$ cat config.mk
export PLATFORM = sky130hd
export DESIGN_NAME = inst_fetch_ctrl
export DESIGN_NICKNAME = d
export VERILOG_FILES = /design/src/rtl/inst_fetch_ctrl.sv
export SDC_FILE = /design/constraint.sdc
export NUM_CORES = 1
export LEC_CHECK = 0
export CAP_MARGIN = 20
export CORE_ASPECT_RATIO = 2
export CORE_MARGIN = 2
export CORE_UTILIZATION = 40
export DETAILED_ROUTE_END_ITERATION = 6
export PLACE_DENSITY = 0.7
export SYNTH_ARGS = -nofsm -noshare
export SYNTH_HDL_FRONTEND = slang
export SYNTH_SLANG_ARGS = --single-unit
$ cat constraint.sdc
create_clock -name clk -period 7.3 [get_ports clk]
set_input_delay 1.46 -clock clk [delete_from_list [all_inputs] [get_ports clk]]
set_output_delay 1.46 -clock clk [all_outputs]
set_load 0.02 [all_outputs]
$ cat src/rtl/inst_fetch_ctrl.sv
// IF-stage fetch sequencer: owns the fetch PC, drives the combinational instruction ROM,
// and buffers {pc, inst} pairs in a small prefetch FIFO for decode.
module inst_fetch_ctrl #(
  parameter logic [31:0] RESET_PC   = 32'h0000_0000,
  parameter int unsigned PC_STEP    = 16,
  parameter int unsigned FIFO_DEPTH = 2
) (
  input  logic                          clk,
  input  logic                          rst,
  input  logic                          fetch_en,
  output logic                          rom_ce,
  output logic [31:0]                   rom_addr,
  input  logic [63:0]                   rom_inst,
  input  logic                          redirect_valid,
  input  logic [31:0]                   redirect_pc,
  output logic                          out_valid,
  input  logic                          out_ready,
  output logic [63:0]                   out_inst,
  output logic [31:0]                   out_pc,
  output logic [$clog2(FIFO_DEPTH):0]   fifo_level
);

  localparam int unsigned PtrW = $clog2(FIFO_DEPTH);
  localparam logic [PtrW:0] DepthL = (PtrW + 1)'(FIFO_DEPTH);

  typedef enum logic [0:0] {StIdle, StRun} state_e;

  state_e          state_q;
  logic [31:0]     pc_q;
  logic [PtrW-1:0] rd_ptr_q, wr_ptr_q;
  logic [PtrW:0]   level_q;
  logic [31:0]     pc_mem   [FIFO_DEPTH];
  logic [63:0]     inst_mem [FIFO_DEPTH];

  logic push, pop;

  assign pop  = (level_q != '0) & out_ready;
  // A pop in the same cycle frees the slot, so a full FIFO can still accept a push.
  assign push = (state_q == StRun) & ~redirect_valid & ((level_q < DepthL) | pop);

  always_comb begin
    rom_ce     = push;
    rom_addr   = push ? pc_q : 32'h0;
    out_valid  = (level_q != '0);
    out_inst   = out_valid ? inst_mem[rd_ptr_q] : 64'h0;
    out_pc     = out_valid ? pc_mem[rd_ptr_q] : 32'h0;
    fifo_level = level_q;
  end

  always_ff @(posedge clk or negedge rst) begin
    if (!rst) begin
      state_q  <= StIdle;
      pc_q     <= RESET_PC;
      rd_ptr_q <= '0;
      wr_ptr_q <= '0;
      level_q  <= '0;
    end else if (redirect_valid) begin
      // Redirect wins over everything: flush, reload, hold state for this edge.
      pc_q     <= {redirect_pc[31:4], 4'b0};
      rd_ptr_q <= '0;
      wr_ptr_q <= '0;
      level_q  <= '0;
    end else begin
      unique case (state_q)
        StIdle:  if (fetch_en)  state_q <= StRun;
        StRun:   if (!fetch_en) state_q <= StIdle;
        default: state_q <= StIdle;
      endcase
      if (push) begin
        wr_ptr_q <= wr_ptr_q + PtrW'(1);
        pc_q     <= pc_q + 32'(PC_STEP);
      end
      if (pop) rd_ptr_q <= rd_ptr_q + PtrW'(1);
      unique case ({push, pop})
        2'b10:   level_q <= level_q + (PtrW + 1)'(1);
        2'b01:   level_q <= level_q - (PtrW + 1)'(1);
        default: level_q <= level_q;
      endcase
    end
  end

  // Storage needs no reset; level_q gates every read.
  always_ff @(posedge clk) begin
    if (push) begin
      pc_mem[wr_ptr_q]   <= pc_q;
      inst_mem[wr_ptr_q] <= rom_inst;
    end
  end

endmodule

==> impl_results.md <==
- Status: finished clean
- Synthesized instance count: 642
- Int Pwr: 2270 µW
- Syn avg cell area: 14.1 µm²
- Total track usage: 16.5%
- Routed wire length per instance: 17.7 µm
- Met1 wire length: 9010 µm
- Comb power frac: 17.8%
- CP Capture Type: primary output
- Pins Over Slew Limit: 0
- TritonCTS clock tree: done
- Initial Util: 40.5%
- TritonRoute pass-1 iters: 4
- Max-slew headroom: 32.9%
- Register area share after synthesis: 69.9%
- Final Critical Period: 5660 ps
- Die Height: 217 µm
- Startpoint type of the worst setup path: input port
- Share of cells above drive strength 1: 6.72%
- Worst Path Class, Setup: input port to primary output
- Max Used Layer: met4
- Hold Crit Class: flop to flop
- Num CTS Buffers: 19
- FF+latch area: 0.00635 mm²
- Slowest CP cell: clkdlybuf4s50_1
- Post-CTS Setup Inserts: 0
- Vias in the first global route: 5596
- First-pass GRT wire length: 31500 µm
- Multi-input logic area: 0.00254 mm²
- Core Area: 0.0224 mm²
- Synth Warn #: 0
- Psw: 770 µW
- Largest net degree at the start of global routing: 79
- Final wirelength: 20300 µm
- Post-synth cell types: 37
- Placed wire-length estimate: 13200 µm
- H-tree levels: 1
- Hold Fails Final Rpt: 0
- GRT Residual Overflow: 0
- Cell Area, Synth: 0.00908 mm²
- Synth Register Bits: 217
- FP Rows: 78
- Worst r2r dst: pc_mem[1][20]
- Root buf cell: clkbuf_16
- Setup_tns: 0 ps
- Crit-path cells: clkdlybuf4s50_1 > nand2b_2 > nand2_1 > nor2_1 > buf_4 > and2_1 > clkdlybuf4s50_1
- Post_cts resized: 0
- Max VDD drop: 0.000149 V
- Detailed Route Iter0 Violations: 323
- DP Area: 0.0115 mm²
- GPL Wtd Cong: 0.770
- Lkg Pwr: 0.00408 µW
- Fillers: 1923
- Max-cap violations: 0
- Die Area: 0.0240 mm²
- Clock share of power: 32.9%
- CTS Hold Bufs: 0
- PD cells: 250 mW/mm²
- Final nets: 954
- Hold path start: pc_q[15]
- Final setup vio count: 0
- Worst Path Arrival: 4200 ps
- Crit path top cell by count: clkdlybuf4s50_1
- R2R Setup Slk: 4050 ps
- Clock buffer depth: 3
- Die Wd: 111 µm
- Ys flop type: edfxtp_1
- Switching share of total power: 25.3%
- Routed via count: 5697
- Initial antenna violation count: 0
- Critical path destination: rom_addr[5]
- R2r startpoint: state_q
- R2R depth: 4
- Final Cycle Share: 77.5%
- Worst Skew: 4.23 ps
- Worst Path Required: 5840 ps
- Actual slew at the worst max-slew pin: 1010 ps
- Port bufs: 220
- CP max FO: 22
- Met3 WL: 1610 µm
- Number of routed nets with antenna violations: 0
- Met2 Wirelength: 9370 µm
- Slowest Stage Delay on Critical Path: 610 ps
- Ys async rst share: 15.2%
- Via density: 4.98
- RSZ-0062 raised after global routing: no
- F_max: 177 MHz
- Critical path origin: out_ready
- Latest clock arrival within the worst-skew pair: 480 ps
- Part of the power in registers: 49.3%
- # IOs: 233
- Clock Sink Count: 217
- ANT cells: 0
- Fin area: 0.0121 mm²
- Clock slew at reported path FFs: 70 ps
- Post-route DRC: 0
- Layout area overhead: 33.8%
- Post-synth EDFFs: 184
through the flow:
| stage | util, % | setup WS, ps | cells | hold slack [ps] | total power (µW) |
|---|---|---|---|---|---|
| 6_report | 54.1 | 1640 | 1143 | 572 | 3040 |
| 5_1_grt | 54.1 | 1440 | 1143 | 598 | 3170 |
| 4_1_cts | 54.0 | 1600 | 1142 | 580 | 3080 |
| 3_5_place_dp | 51.2 | 1620 | 1110 | 553 | 2070 |
| 3_3_place_gp | 51.2 | 1690 | 1110 | 537 | 2060 |
| 2_1_floorplan | - | 1410 | 649 | 471 | 1810 |
logic make-up (layout without fill, tap and decap cells):
family	count (synthesis)	count (layout)	synth area share, %
and+or+nand+nor	221	221	12.0
adders and majority gates	1	1	0.138
other	1	8	0.0413
buffers and inverters	47	261	2.66
xor gates and xnor gates	28	28	2.70
AOI/OAI and AO/OA	29	29	1.69
muxes	98	98	10.9
DFF	217	217	69.9
power by group through the flow:
stage / registers (µW) / clock network (µW) / logic, µW
3_5_place_dp: 1540 / 0 / 533
5_1_grt: 1510 / 1080 / 580
4_1_cts: 1510 / 1040 / 536
2_1_floorplan: 1500 / 0 / 304
3_3_place_gp: 1530 / 0 / 527
6_report: 1500 / 1000 / 540
final cells by class:
class	instances	area share (%)
Clock buffer	26	4.38
Clock inverter	6	0.690
Inverter	2	0.0618
Multi-Input combinational cell	385	20.9
Sequential cell	217	52.3
Tap cell	280	2.88
Timing Repair Buffer	227	18.8
cell usage after synthesis, types with 2 or more instances:
master | count | area, µm²
and3_1 | 6 | 37.5
edfxtp_1 | 184 | 5530
o21ai_1 | 6 | 30.0
and4_1 | 2 | 17.5
inv_1 | 2 | 7.51
and2_1 | 31 | 194
nor2_1 | 101 | 379
nor4_2 | 8 | 100
buf_4 | 8 | 60.1
mux2i_1 | 94 | 941
mux2_2 | 4 | 45.0
o21ai_0 | 19 | 95.1
nor3_1 | 9 | 45.0
buf_6 | 3 | 33.8
clkbuf_1 | 24 | 90.1
nand4_1 | 6 | 37.5
nor2b_1 | 2 | 12.5
xor2_1 | 12 | 105
buf_2 | 10 | 50.1
nand3_1 | 10 | 50.1
xnor2_1 | 16 | 140
nand2_1 | 38 | 143
dfrtp_1 | 33 | 826
worst min-delay path by stage:
stage | endpoint | slack, ps | depth (start not counted)
detailed placement | pc_mem[1][31] | 550 | 0
finish | pc_mem[0][15] | 570 | 0
CTS | pc_mem[1][31] | 580 | 0
global route | pc_mem[1][15] | 600 | 0
floorplan | pc_mem[0][31] | 470 | 0
global placement | pc_mem[0][31] | 540 | 0
state kept, by name, summed over array words and instances (netlist names):
signal      flops
inst_mem      128
pc_mem         56
pc_q           28
fifo_level      2
rd_ptr_q        1
state_q         1
wr_ptr_q        1
per-layer routing:
metal,vias to the layer above,GRT usage [%]
li1,2705,-
met4,0,4.33
met3,18,3.37
met1,2748,23.4
met5,-,0
met2,226,26.1
critical path, delay by kind of cell:
kind	cells	cell delay, ps
buffers and inverters	3	1510
AND/OR/NAND/NOR	4	1210
placed cells by master (no fill, tap or decap), types with 2 or more instances in the layout:
cell	instances
bufinv_16	2
mux2_2	4
conb_1	8
nor2_1	100
o21ai_1	6
nor4_2	8
nand3_1	10
nor2b_1	2
edfxtp_1	184
and2_1	30
o21ai_0	19
nor3_1	8
and4_1	2
xor2_1	12
mux2i_1	94
clkbuf_8	3
clkdlybuf4s50_1	219
clkbuf_1	4
nand4_1	6
nand2_1	38
dfrtp_1	32
inv_1	2
clkinv_2	3
xnor2_1	16
buf_4	5
clkbuf_16	19
and3_1	6
Power figures use the tool's default switching activity.
